==> src/rtl/motion_arg_collector.sv <==
// Collects the X and Y arguments of a motion command through the argument subparser,
// and publishes both coordinates together only when the whole line was well formed.
`ifndef POS_X_BITS
`define POS_X_BITS 14
`endif
`ifndef PRECISE_POS_X_BITS
`define PRECISE_POS_X_BITS 22
`endif

// state  | meaning
// IDLE   | waiting for trigger, rdy high
// REQ_X  | requesting the X argument from the subparser
// WAIT_X | waiting for the X result
// REQ_Y  | requesting the Y argument from the subparser
// WAIT_Y | waiting for the Y result
// FINISH | one-cycle done pulse, result valid
module motion_arg_collector #(
    parameter int NUM_BITS         = `POS_X_BITS,
    parameter int PRECISE_NUM_BITS = `PRECISE_POS_X_BITS
) (
    input  logic                        clk,
    input  logic                        reset,
    input  logic                        clk_en,
    input  logic                        trigger,
    output logic                        rdy,
    output logic                        done,
    output logic                        success,
    output logic [1:0]                  err_code,
    output logic [NUM_BITS-1:0]         x,
    output logic [NUM_BITS-1:0]         y,
    output logic [PRECISE_NUM_BITS-1:0] precise_x,
    output logic [PRECISE_NUM_BITS-1:0] precise_y,
    output logic                        arg_trigger,
    output logic [7:0]                  arg_title,
    input  logic                        arg_rdy,
    input  logic                        arg_done,
    input  logic                        arg_success,
    input  logic                        arg_newline,
    input  logic                        arg_too_big,
    input  logic [NUM_BITS-1:0]         arg_num,
    input  logic [PRECISE_NUM_BITS-1:0] arg_precise_num
);

    localparam logic [7:0] CHAR_X = 8'h58;
    localparam logic [7:0] CHAR_Y = 8'h59;

    localparam logic [2:0] IDLE   = 3'd0;
    localparam logic [2:0] REQ_X  = 3'd1;
    localparam logic [2:0] WAIT_X = 3'd2;
    localparam logic [2:0] REQ_Y  = 3'd3;
    localparam logic [2:0] WAIT_Y = 3'd4;
    localparam logic [2:0] FINISH = 3'd5;

    localparam logic [1:0] ERR_NONE      = 2'd0;
    localparam logic [1:0] ERR_MALFORMED = 2'd1;
    localparam logic [1:0] ERR_TOO_BIG   = 2'd2;
    localparam logic [1:0] ERR_LINE      = 2'd3;

    logic [2:0]                  state;
    logic [NUM_BITS-1:0]         tmp_x;
    logic [PRECISE_NUM_BITS-1:0] tmp_precise_x;

    assign rdy  = (state == IDLE);
    assign done = (state == FINISH);
    // Gated by clk_en so a frozen request never looks like a repeated trigger.
    assign arg_trigger = clk_en && arg_rdy && ((state == REQ_X) || (state == REQ_Y));
    assign arg_title   = ((state == REQ_Y) || (state == WAIT_Y)) ? CHAR_Y : CHAR_X;

    always_ff @(posedge clk) begin
        if (reset) begin
            state         <= IDLE;
            success       <= 1'b0;
            err_code      <= ERR_NONE;
            x             <= '0;
            y             <= '0;
            precise_x     <= '0;
            precise_y     <= '0;
            tmp_x         <= '0;
            tmp_precise_x <= '0;
        end else if (clk_en) begin
            case (state)
                IDLE: begin
                    if (trigger) begin
                        state    <= REQ_X;
                        success  <= 1'b0;
                        err_code <= ERR_NONE;
                    end
                end
                REQ_X: if (arg_rdy) state <= WAIT_X;
                WAIT_X: begin
                    if (arg_done) begin
                        if (arg_too_big) begin
                            err_code <= ERR_TOO_BIG;
                            state    <= FINISH;
                        end else if (!arg_success) begin
                            err_code <= ERR_MALFORMED;
                            state    <= FINISH;
                        end else if (arg_newline) begin
                            err_code <= ERR_LINE;
                            state    <= FINISH;
                        end else begin
                            tmp_x         <= arg_num;
                            tmp_precise_x <= arg_precise_num;
                            state         <= REQ_Y;
                        end
                    end
                end
                REQ_Y: if (arg_rdy) state <= WAIT_Y;
                WAIT_Y: begin
                    // Y must be the last argument on the line.
                    if (arg_done) begin
                        state <= FINISH;
                        if (arg_too_big) begin
                            err_code <= ERR_TOO_BIG;
                        end else if (!arg_success) begin
                            err_code <= ERR_MALFORMED;
                        end else if (!arg_newline) begin
                            err_code <= ERR_LINE;
                        end else begin
                            x         <= tmp_x;
                            y         <= arg_num;
                            precise_x <= tmp_precise_x;
                            precise_y <= arg_precise_num;
                            success   <= 1'b1;
                        end
                    end
                end
                FINISH: state <= IDLE;
                default: state <= IDLE;
            endcase
        end
    end

endmodule

==> config.mk <==
export PLATFORM = sky130hd
export DESIGN_NAME = motion_arg_collector
export DESIGN_NICKNAME = d
export VERILOG_FILES = /design/src/rtl/motion_arg_collector.sv
export SDC_FILE = /design/constraint.sdc
export NUM_CORES = 1
export LEC_CHECK = 0
export BUFFER_PORTS_ARGS = -buffer_cell sky130_fd_sc_hd__buf_4
export CAP_MARGIN = 10
export CELL_PAD_IN_SITES_DETAIL_PLACEMENT = 1
export CELL_PAD_IN_SITES_GLOBAL_PLACEMENT = 2
export CORE_ASPECT_RATIO = 1.25
export CORE_MARGIN = 5
export CORE_UTILIZATION = 25
export CTS_CLUSTER_DIAMETER = 100
export CTS_CLUSTER_SIZE = 25
export DETAILED_ROUTE_END_ITERATION = 6
export MAX_ROUTING_LAYER = met4
export PLACE_DENSITY_LB_ADDON = 0.1
export SETUP_SLACK_MARGIN = 0.5
export SLEW_MARGIN = 20
export SYNTH_ARGS = -nofsm -noshare
export SYNTH_HDL_FRONTEND = slang
export SYNTH_SLANG_ARGS = --single-unit
==> constraint.sdc <==
create_clock -name clk -period 1.6 [get_ports clk]
set_input_delay 0.32 -clock clk [delete_from_list [all_inputs] [get_ports clk]]
set_output_delay 0.32 -clock clk [all_outputs]
set_load 0.01 [all_outputs]
==> results of run 1 <==
## cell type report
type                    instances  area, sq um
multi-input cells             380         2470
well taps                     220          275
fillers                      1873         8810
repair buffers                210         2370
clock buffers                  26          520
clock inverters                 4         70.1
inverters                       2         7.51
flip-flops and latches        114         2390
## report_power, final
part	switching, mW	total, mW	internal (mW)
registers	0.00634	2.84	2.84
logic	0.204	0.384	0.180
clock network	1.26	3.79	2.53
total	1.47	7.01	5.54
## Yosys cell counts, types with 2 or more instances
library cell  instances
a21oi_1             109
and2b_1               2
and3_1                2
buf_2                 8
buf_4                11
buf_6                10
clkbuf_1             15
conb_1                2
dfxtp_1             114
inv_1                 2
mux2_2                2
mux2i_1               3
nand2_1             216
nand2b_1              3
nand3_1               2
nor2_1                5
nor2b_1               3
nor3b_1               2
nor4b_1               2
o21ai_0               4
o22ai_1               2
## sequential cells by signal (all words and copies together) (netlist names)
register and count:
err_code 2, precise_x 22, precise_y 22, state 3, success 1, tmp_precise_x 22
tmp_x 14, x 14, y 14
## per-stage QoR
| stage | utilization (%) | total power, mW | cell area (sq um) |
|---|---|---|---|
| 6_report | 47.9 | 7.01 | 8100 |
| 5_1_grt | 47.9 | 7.25 | 8100 |
| 4_1_cts | 38.9 | 7.06 | 6580 |
| 3_5_place_dp | 32.5 | 3.19 | 5500 |
| 3_3_place_gp | 32.5 | 3.19 | 5500 |
| 2_1_floorplan | - | 3.04 | 4400 |
## routing by layer
layer	vias up	share of wire (%)	track usage, %
met5	-	0	-
met4	0	1.2	5.11
met3	14	4.2	4.51
met2	97	52	25.3
met1	2095	43	16.8
li1	2127	-	-
## worst min path at each step
stage                            startpoint             to  slack [ns]  cells after the start
after floorplan                     trigger        success        0.43                      1
after global placement    tmp_precise_x[21]  precise_x[21]        0.44                      2
after detailed placement       precise_x[7]   precise_x[7]        0.45                      2
after CTS                           trigger        success        0.12                      2
after global routing                trigger        success        0.12                      2
final                               trigger        success        0.13                      2
## what timing repair did
action,4_1_cts,5_1_grt
resized for setup,82,290
setup buffers,18,36
pin swaps,16,58
endpoints found under the setup margin,193,193
cloned,3,16
## cell families (layout without fill, tap and decap cells)
family / after synthesis / count (layout) / share of synthesized area, %
compound gates: 123 / 123 / 15.3
buf+inv: 47 / 242 / 7.03
mux: 5 / 5 / 1.22
simple gates: 244 / 245 / 23.2
flops: 114 / 114 / 53.0
other cells: 2 / 7 / 0.174
==> metrics.md, run 1 <==
| Metric | Value |
|---|---|
| Root buffer cell | clkbuf_16 |
| Drt initial violations | ~140 |
| Most frequent cells in the layout | nand2_1, buf_4, buf_6, dfxtp_2, a21oi_2 |
| Vias | between 4000 and 5000 |
| # diodes | 0 |
| Fmax | roughly 0.6 GHz |
| RSZ-0062 raised after global routing | true |
| Cell depth of the worst flop-to-flop path | 9 |
| Asr flop ratio synth | 0% |
| Final Critical Period | roughly 1.7 ns |
| Arr. time, crit path | 1.95 ns |
| Worst stage delay on the critical path | approximately 0.34 ns |
| CTS Buf Count | 17 |
| Largest net degree at the start of global routing | 59 |
| Synth cell types | 37 |
| Clock Tree Buf Depth | 2 |
| Routed len/inst | 17.9 um |
| Layout cells sized above 1 | 65.8% |
| Crit end category | flop |
| First-pass GRT wire length | around 23000 um |
| Fin worst setup slack | -0.0660 ns |
| Synth area leaders | dfxtp_1, nand2_1, a21oi_1 |
| Fin crit share | 104% |
| Routed WL | about 17000 um |
| Dpl ws | slightly below 0.002 ns |
| CP bufs+invs | 5 |
| PD cells | ~870 nW/um^2 |
| Final Skew | about 0.0041 ns |
| # DRC | 0 |
| Critical path depth | 9 |
| Flops & latches, synth | roughly 110 |
| Setup TNS | -2.23 ns |
| HPWL after detailed placement | 9220 um |
| I/O Buffers | approximately 120 |
| Setup slack, reg-to-reg | -0.07 ns |
| Non-Filler Instances | around 960 |
| Crit path kind | flop to flop |
| Total track usage | between 10% and 20% |
| Hold slack | ~0.13 ns |
| Slowest-stage cell, CP | dfxtp_4 |
| Vias in the first global route | around 4300 |
| H-tree depth | 4 |
| Core area | 16900 sq um |
| Via density | 4.53 |
| Synth Instances | around 540 |
| DIE AREA | 20000 sq um |
| Critical path required time | ~1.9 ns |
| # rows | 53 |
| Final Setup Violations | approximately 70 |
| Worst Path Max Fanout | 9 |
| Peak supply drop | about 0.59 mV |
| Leading cell type in the layout, fill and taps excluded | nand2_1 |
| Top Ports | around 130 |
| Synth-to-Final Area Change | 88.1% |
| Mapped Area | 4310 sq um |
| Ys Warns | 0 |
| Grt ovf | 0 |
| Die H | ~160 um |
| CP Launch Type | flop |
| # Max-Cap Violations | 0 |
| Slew Limit Fails | 0 |
| DRT Pass-1 Iters | 5 |
| Final Net Count | 770 |
| Antenna Nets Post-Route | 0 |
| Worst skew pair latency | around 0.4 ns |
| Clock sinks | about 110 |
| Clock transition at path regs | approximately 0.050 ns |
| CP Cell Sequence | buf_6 > and2b_2 > buf_6 > nand4_1 > buf_6 > buf_12 > clkbuf_16 > nand2_1 > a21oi_2 |
| Crit path from | state[0] |
| Sequential area share after synthesis | a little over half |
| Crit path to | x[0] |
| Top FF cell, synth | dfxtp_1 |
| Leakage power | 3.12 nW |
| Antenna violations before repair | 0 |
| CTS tree | built |
| Worst r2r src | state[0] |
| Die W | 127 um |
| Syn avg cell area | 8.05 sq um |
| DP Cell Count | 853 |
| R2r endpoint | x[0] |
| Initial Utilization | between 20% and 30% |
| Final Hold Viols | 0 |
| Post-synth EDFFs | 0 |
| Violated checks | setup timing |
| Min-Delay Path Class | primary input to flop |
| Crit path max-delay family | buffers and inverters |
| RePlAce Congestion | around 0.8 |
| Cell taking the most area after synthesis | dfxtp_1 |
| Status | complete, but fails checks |
| Hold buffers post-CTS | 0 |
| Cell repeated most along the worst path | buf_6 |
| Post-synth top area share | a little over half |
Note: power is estimated with default switching activity, not from simulation.
==> inputs of run 2 (changes only) <==
--- a/config.mk
+++ b/config.mk
@@ -11,7 +11,7 @@
 export CELL_PAD_IN_SITES_GLOBAL_PLACEMENT = 2
 export CORE_ASPECT_RATIO = 1.25
 export CORE_MARGIN = 5
-export CORE_UTILIZATION = 25
+export CORE_UTILIZATION = 26
 export CTS_CLUSTER_DIAMETER = 100
 export CTS_CLUSTER_SIZE = 25
 export DETAILED_ROUTE_END_ITERATION = 6
==> constraint.sdc (replaced) <==
create_clock -name clk -period 1.4 [get_ports clk]
set_input_delay 0.28 -clock clk [delete_from_list [all_inputs] [get_ports clk]]
set_output_delay 0.28 -clock clk [all_outputs]
set_load 0.01 [all_outputs]
==> run 2 against run 1 <==
Against the previous run:
- the flow still finishes with violations (setup timing)
- clock-buffer cell count shrank 3
- non-clock buffer count grew 1
- worst hold slack lost 0.041 ns
- flip-flop and latch count is the same
- setup slack lost 0.14 ns
- critical path type is now flop to primary output
- critical endpoint is now arg_title[0]
==> metrics.md, run 2 (synthesis results as in run 1) <==
| Metric | Value |
|---|---|
| Via density | 4.62 (was 4.53) |
| Clock transition at path regs | 0.05 ns (about the same) |
| Root buffer cell | clkbuf_16 (unchanged) |
| Cell depth of the worst flop-to-flop path | 8 (was 9) |
| Layout cells sized above 1 | 70.3% (was 65.8%) |
| Vias | 4405 (was 4333) |
| Min-Delay Path Class | primary input to flop (unchanged) |
| Routed WL | 17200 um (was 17100 um) |
| DIE AREA | 19300 sq um (was 20000 sq um) |
| CTS tree | built (unchanged) |
| Setup slack, reg-to-reg | -0.20 ns (was -0.07 ns) |
| HPWL after detailed placement | 8940 um (was 9220 um) |
| Crit end category | primary output (was flop) |
| Status | complete, but fails checks (unchanged) |
| Violated checks | setup timing (unchanged) |
| Hold path start | trigger (unchanged) |
| Min-Delay Path Depth | 2 (unchanged) |
| # diodes | 0 (unchanged) |
| I/O Buffers | 123 (unchanged) |
| PD cells | 1010 nW/um^2 (was 866 nW/um^2) |
| Antenna Nets Post-Route | 0 (unchanged) |
| Core area | 16300 sq um (was 16900 sq um) |
| Grt ovf | 0 (unchanged) |
| R2r endpoint | precise_x[19] (was x[0]) |
| Final Setup Violations | 117 (was 69) |
| # rows | 52 (was 53) |
| Tot Pwr | 8.51 mW (was 7.01 mW) |
| Crit path kind | flop to primary output (was flop to flop) |
| Worst r2r src | state[1] (was state[0]) |
| Slowest-stage cell, CP | dfxtp_4 (unchanged) |
| Total track usage | 16.7% (was 15.0%) |
| Arr. time, crit path | 1.32 ns (was 1.95 ns) |
| Synth-to-Final Area Change | 96.1% (was 88.1%) |
| First-pass GRT wire length | 24800 um (was 22700 um) |
| Top Ports | 131 (unchanged) |
| Peak supply drop | 0.608 mV (was 0.593 mV) |
| RSZ-0062 raised after global routing | true (unchanged) |
| Antenna violations before repair | 0 (unchanged) |
| Drt initial violations | 239 (was 138) |
| Clock sinks | 114 (unchanged) |
| Die W | 125 um (was 127 um) |
| Fmax | about 0.62 GHz |
| Routed len/inst | 18.1 um (was 17.9 um) |
| Switching power | 1.80 mW (was 1.47 mW) |
| Most frequent cells in the layout | nand2_1, buf_6, a21oi_2, buf_4, dfxtp_2 (was nand2_1, buf_4, buf_6, dfxtp_2, a21oi_2) |
| Final Skew | 0.0105 ns (was 0.00407 ns) |
| RePlAce Congestion | 0.708 (was 0.782) |
| Die H | 154 um (was 157 um) |
| Hold buffers post-CTS | 0 (unchanged) |
| Critical path required time | 1.12 ns (was 1.88 ns) |
| Flop pwr share | 38.2% (was 40.5%) |
| CP bufs+invs | 2 (was 5) |
| Fin crit share | 114% |
| Sw Ratio | 21.2% (was 20.9%) |
| Hold Path Sink | success (unchanged) |
| # Max-Cap Violations | 0 (unchanged) |
| Initial Utilization | 26.5% (was 25.5%) |
| Cell-internal power | 6.71 mW (was 5.54 mW) |
| Final Net Count | 770 (unchanged) |
| # DRC | 0 (unchanged) |
| Worst stage delay on the critical path | 0.35 ns (was 0.34 ns) |
| Leading cell type in the layout, fill and taps excluded | nand2_1 (unchanged) |
| Gate power share | 5.5% (about the same) |
| Worst Path Max Fanout | 5 (was 9) |
| CTS Buf Count | 17 (unchanged) |
| Final Critical Period | 1.60 ns |
| Clock Tree Buf Depth | 2 (unchanged) |
| Final Hold Viols | 0 (unchanged) |
| Slew Limit Fails | 0 (unchanged) |
| Final Core Density | 51.9% (was 47.9%) |
| H-tree depth | 4 (unchanged) |
| Worst skew pair latency | 0.42 ns (was 0.41 ns) |
| Vias in the first global route | 4638 (was 4268) |
| Crit path max-delay family | flip-flops (was buffers and inverters) |
| Fin worst setup slack | -0.202 ns (was -0.0660 ns) |
| Largest net degree at the start of global routing | 63 (was 59) |
| Leakage power | 3.56 nW (was 3.12 nW) |
| CP Cell Sequence | buf_6 > nand2b_4 > mux2i_2 > buf_4 (was buf_6 > and2b_2 > buf_6 > nand4_1 > buf_6 > buf_12 > clkbuf_16 > nand2_1 > a21oi_2) |
| Clock network fraction of total power | 56.3% (was 54.0%) |
| CP Launch Type | flop (unchanged) |
| DRT Pass-1 Iters | 4 (was 5) |
| Largest regs | precise_x x22, precise_y x22, tmp_precise_x x22 (unchanged) |
## run 2: cell count changes in the layout (fill, tap and decap cells not counted), moves of 7 or more
cell and change:
buf_4 -11, nand2_4 +12, a21oi_2 +25, buf_16 +9, a21oi_1 -25, clkbuf_16 -7, dfxtp_2 +7
## run 2: cell type report
class	count	area [sq um]
Multi-Input combinational cell	379	2630
Timing Repair Buffer	211	2510
Clock inverter	9	175
Tap cell	216	270
Fill cell	1754	7820
Sequential cell	114	2390
Inverter	2	7.51
Clock buffer	23	468
## run 2: metal layers
metal / wire (um) / GRT usage [%]
met1: 7230 / 18.5
met2: 9270 / 29.6
met3: 591 / 4.27
met4: 156 / 4.86
met5: 0 / -
## run 2: worst register-to-register path, delay by kind of cell, from the launching register on
kind                   cells  cell delay (ns)
AOI/OAI and AO/OA          1             0.11
buffers and inverters      4             0.53
DFF                        1             0.35
and+or+nand+nor            3             0.54
## run 2: power by group through the flow
| stage | registers [mW] | logic (mW) | clock network (mW) |
|---|---|---|---|
| floorplan | 3.33 | 0.158 | 0 |
| global placement | 3.33 | 0.339 | 0 |
| detailed placement | 3.33 | 0.342 | 0 |
| CTS | 3.26 | 0.407 | 4.88 |
| global route | 3.25 | 0.498 | 5.05 |
| finish | 3.25 | 0.468 | 4.79 |
## run 2: worst max path at each step
stage	from	endpoint	slack [ns]	cells past startpoint
CTS	state[1]	arg_title[0]	-0.22	4
global placement	arg_too_big	precise_x[19]	-0.14	6
global route	state[1]	precise_x[19]	-0.26	8
detailed placement	arg_too_big	x[7]	-0.20	6
finish	state[1]	arg_title[0]	-0.20	4
floorplan	state[1]	err_code[0]	0.13	5
## run 2: what timing repair did
action / CTS / global route
resized for setup: 199 / 231
buffers inserted: 23 / 21
gates cloned: 11 / 8
endpoints found under the setup margin: 193 / 193
pin swaps: 69 / 63
## run 2: per-stage QoR
step	cell area, sq um	TNS (ns)	worst slack [ns]	hold slack [ns]	std cells
2_1_floorplan	4410	0	0.126	0.388	540
3_3_place_gp	5550	-8.84	-0.136	0.436	859
3_5_place_dp	5550	-13.84	-0.196	0.448	859
4_1_cts	7350	-14.04	-0.224	0.0695	925
5_1_grt	8450	-19.59	-0.256	0.0738	954
6_report	8450	-13.06	-0.202	0.0866	954
==> inputs of run 3 (changes only) <==
--- a/config.mk
+++ b/config.mk
@@ -17,6 +17,7 @@
 export DETAILED_ROUTE_END_ITERATION = 6
 export MAX_ROUTING_LAYER = met4
 export PLACE_DENSITY_LB_ADDON = 0.1
+export RECOVER_POWER = 50
 export SETUP_SLACK_MARGIN = 0.5
 export SLEW_MARGIN = 20
 export SYNTH_ARGS = -nofsm -noshare
==> run 3 against run 2 <==
Against the previous run:
- the run still ends with setup timing left
- clock power about the same
- utilization about the same
- setup slack unchanged
- combinational power about the same
- via count unchanged
- register-to-register slack about the same
- largest cell class unchanged
- highest routed layer unchanged
==> metrics.md, run 3 (synthesis results as in run 1) <==
| Metric | Value |
|---|---|
| Met3 GRT Util | 4.27% (unchanged) |
| Critical path required time | 1.12 ns (about the same) |
| Dpl ws | -0.196 ns (unchanged) |
| Slew Limit Fails | 0 (unchanged) |
| # DRC | 0 (unchanged) |
| # Max-Cap Violations | 0 (unchanged) |
| DP Cell Count | 859 (unchanged) |
| Leakage power | 3.55 nW (was 3.56 nW) |
| Routed WL | 17200 um (unchanged) |
| Most frequent cells in the layout | nand2_1, buf_6, a21oi_2, buf_4, dfxtp_2 (unchanged) |
| Fin crit share | 114% (unchanged) |
| Vias | 4405 (unchanged) |
| Violated checks | setup timing (unchanged) |
| Clock Tree Buf Depth | 2 (unchanged) |
| Fmax | 0.624 GHz (unchanged) |
| Peak supply drop | 0.608 mV (unchanged) |
| Initial Utilization | 26.5% (unchanged) |
| Layer with the highest usage | met2 (unchanged) |
| I/O Buffers | 123 (unchanged) |
| HPWL after detailed placement | 8940 um (unchanged) |
| Met1 GRT Util | 18.5% (unchanged) |
| Worst Path Max Fanout | 5 (unchanged) |
| Crit path kind | flop to primary output (unchanged) |
| Antenna Nets Post-Route | 0 (unchanged) |
| Total track usage | 16.7% (unchanged) |
| Final Skew | 0.0105 ns (unchanged) |
| Vias in the first global route | 4638 (unchanged) |
| # rows | 52 (unchanged) |
| Top Ports | 131 (unchanged) |
| Met2 Track Usage GR | 29.6% (unchanged) |
| RSZ-0062 raised after global routing | true (unchanged) |
| Design area | 8440 sq um (was 8450 sq um) |
| Die W | 125 um (unchanged) |
| Fin worst setup slack | -0.202 ns (unchanged) |
| PD cells | 1010 nW/um^2 (about the same) |
| RePlAce Congestion | 0.708 (unchanged) |
| Final Net Count | 770 (unchanged) |
| Status | complete, but fails checks (unchanged) |
| Antenna violations before repair | 0 (unchanged) |
| # diodes | 0 (unchanged) |
| H-tree depth | 4 (unchanged) |
| First-pass GRT wire length | 24800 um (unchanged) |
| DRT Pass-1 Iters | 4 (unchanged) |
| Via density | 4.62 (unchanged) |
| Core area | 16300 sq um (unchanged) |
| Synth-to-Final Area Change | 96.0% (was 96.1%) |
| DIE AREA | 19300 sq um (unchanged) |
| Final Critical Period | 1.60 ns (unchanged) |
| Worst skew pair latency | 0.42 ns (about the same) |
| CTS tree | built (unchanged) |
| Final Setup Violations | 117 (unchanged) |
| Arr. time, crit path | 1.32 ns (about the same) |
| Placed Area | 5550 sq um (unchanged) |
| Clock sinks | 114 (unchanged) |
| Setup TNS | -13.03 ns (was -13.06 ns) |
| CTS Buf Count | 17 (unchanged) |
| Min-Delay Path Class | primary input to flop (unchanged) |
| Drt initial violations | 239 (unchanged) |
| Routed len/inst | 18.1 um (unchanged) |
| CP Launch Type | flop (unchanged) |
| Final Hold Viols | 0 (unchanged) |
| Die H | 154 um (unchanged) |
| Root buffer cell | clkbuf_16 (unchanged) |
| Clock transition at path regs | 0.05 ns (about the same) |
| Largest regs | precise_x x22, precise_y x22, tmp_precise_x x22 (unchanged) |
| Largest net degree at the start of global routing | 63 (unchanged) |
| Crit end category | primary output (unchanged) |
| Leading cell type in the layout, fill and taps excluded | nand2_1 (unchanged) |
| Layout cells sized above 1 | 69.5% (was 70.3%) |
| Grt ovf | 0 (unchanged) |
| Non-Filler Instances | 954 (unchanged) |
| Hold buffers post-CTS | 0 (unchanged) |
==> run 3: cell counts in the layout (fill, tap and decap cells not counted) <==
Identical to the previous run, type by type.
==> run 3: critical path: stages (launching register included) <==
cell	delay, ns
dfxtp_4	0.35
buf_6	0.13
nand2b_4	0.15
mux2i_2	0.14
buf_4	0.14
==> run 3: cell type report <==
class                           instances  area (sq um)
Fill cell                            1757          7830
Clock buffer                           23           468
Inverter                                2          7.51
Sequential cell                       114          2380
Multi-Input combinational cell        379          2630
Clock inverter                          9           175
Timing Repair Buffer                  211          2510
Tap cell                              216           270
==> run 3: through the flow <==
stage | power, mW | utilization (%) | hold WS, ns
floorplan | 3.49 | - | 0.388
global placement | 3.67 | 34.1 | 0.436
detailed placement | 3.67 | 34.1 | 0.448
CTS | 8.54 | 45.2 | 0.0695
global route | 8.80 | 51.9 | 0.0738
finish | 8.51 | 51.9 | 0.0866
==> run 3: repair_timing <==
action                                  in CTS  in global routing
resized for setup                          199                231
gates cloned                                11                  8
endpoints found under the setup margin     193                193
buffers inserted                            23                 21
pin swaps                                   69                 63
==> run 3: worst paths after layout <==
check | cells after the start | startpoint | slack [ns] | endpoint
hold / removal | 2 | trigger | 0.09 | success
setup / recovery | 4 | state[1] | -0.20 | arg_title[0]
hold reg to reg | 2 | tmp_x[4] | 0.44 | x[4]
setup reg to reg | 8 | state[1] | -0.20 | precise_x[19]
==> run 3: layer usage <==
metal  routed length, um  vias up
li1                    -     2132
met1                7230     2164
met2                9270       95
met3                 591       14
met4                 156        0
met5                   0        -
==> run 3: power by group <==
group          leakage, nW  internal, mW  switching, mW
clock                0.312          3.25           1.54
sequential           0.956          3.25        0.00778
combinational         2.28         0.214          0.255
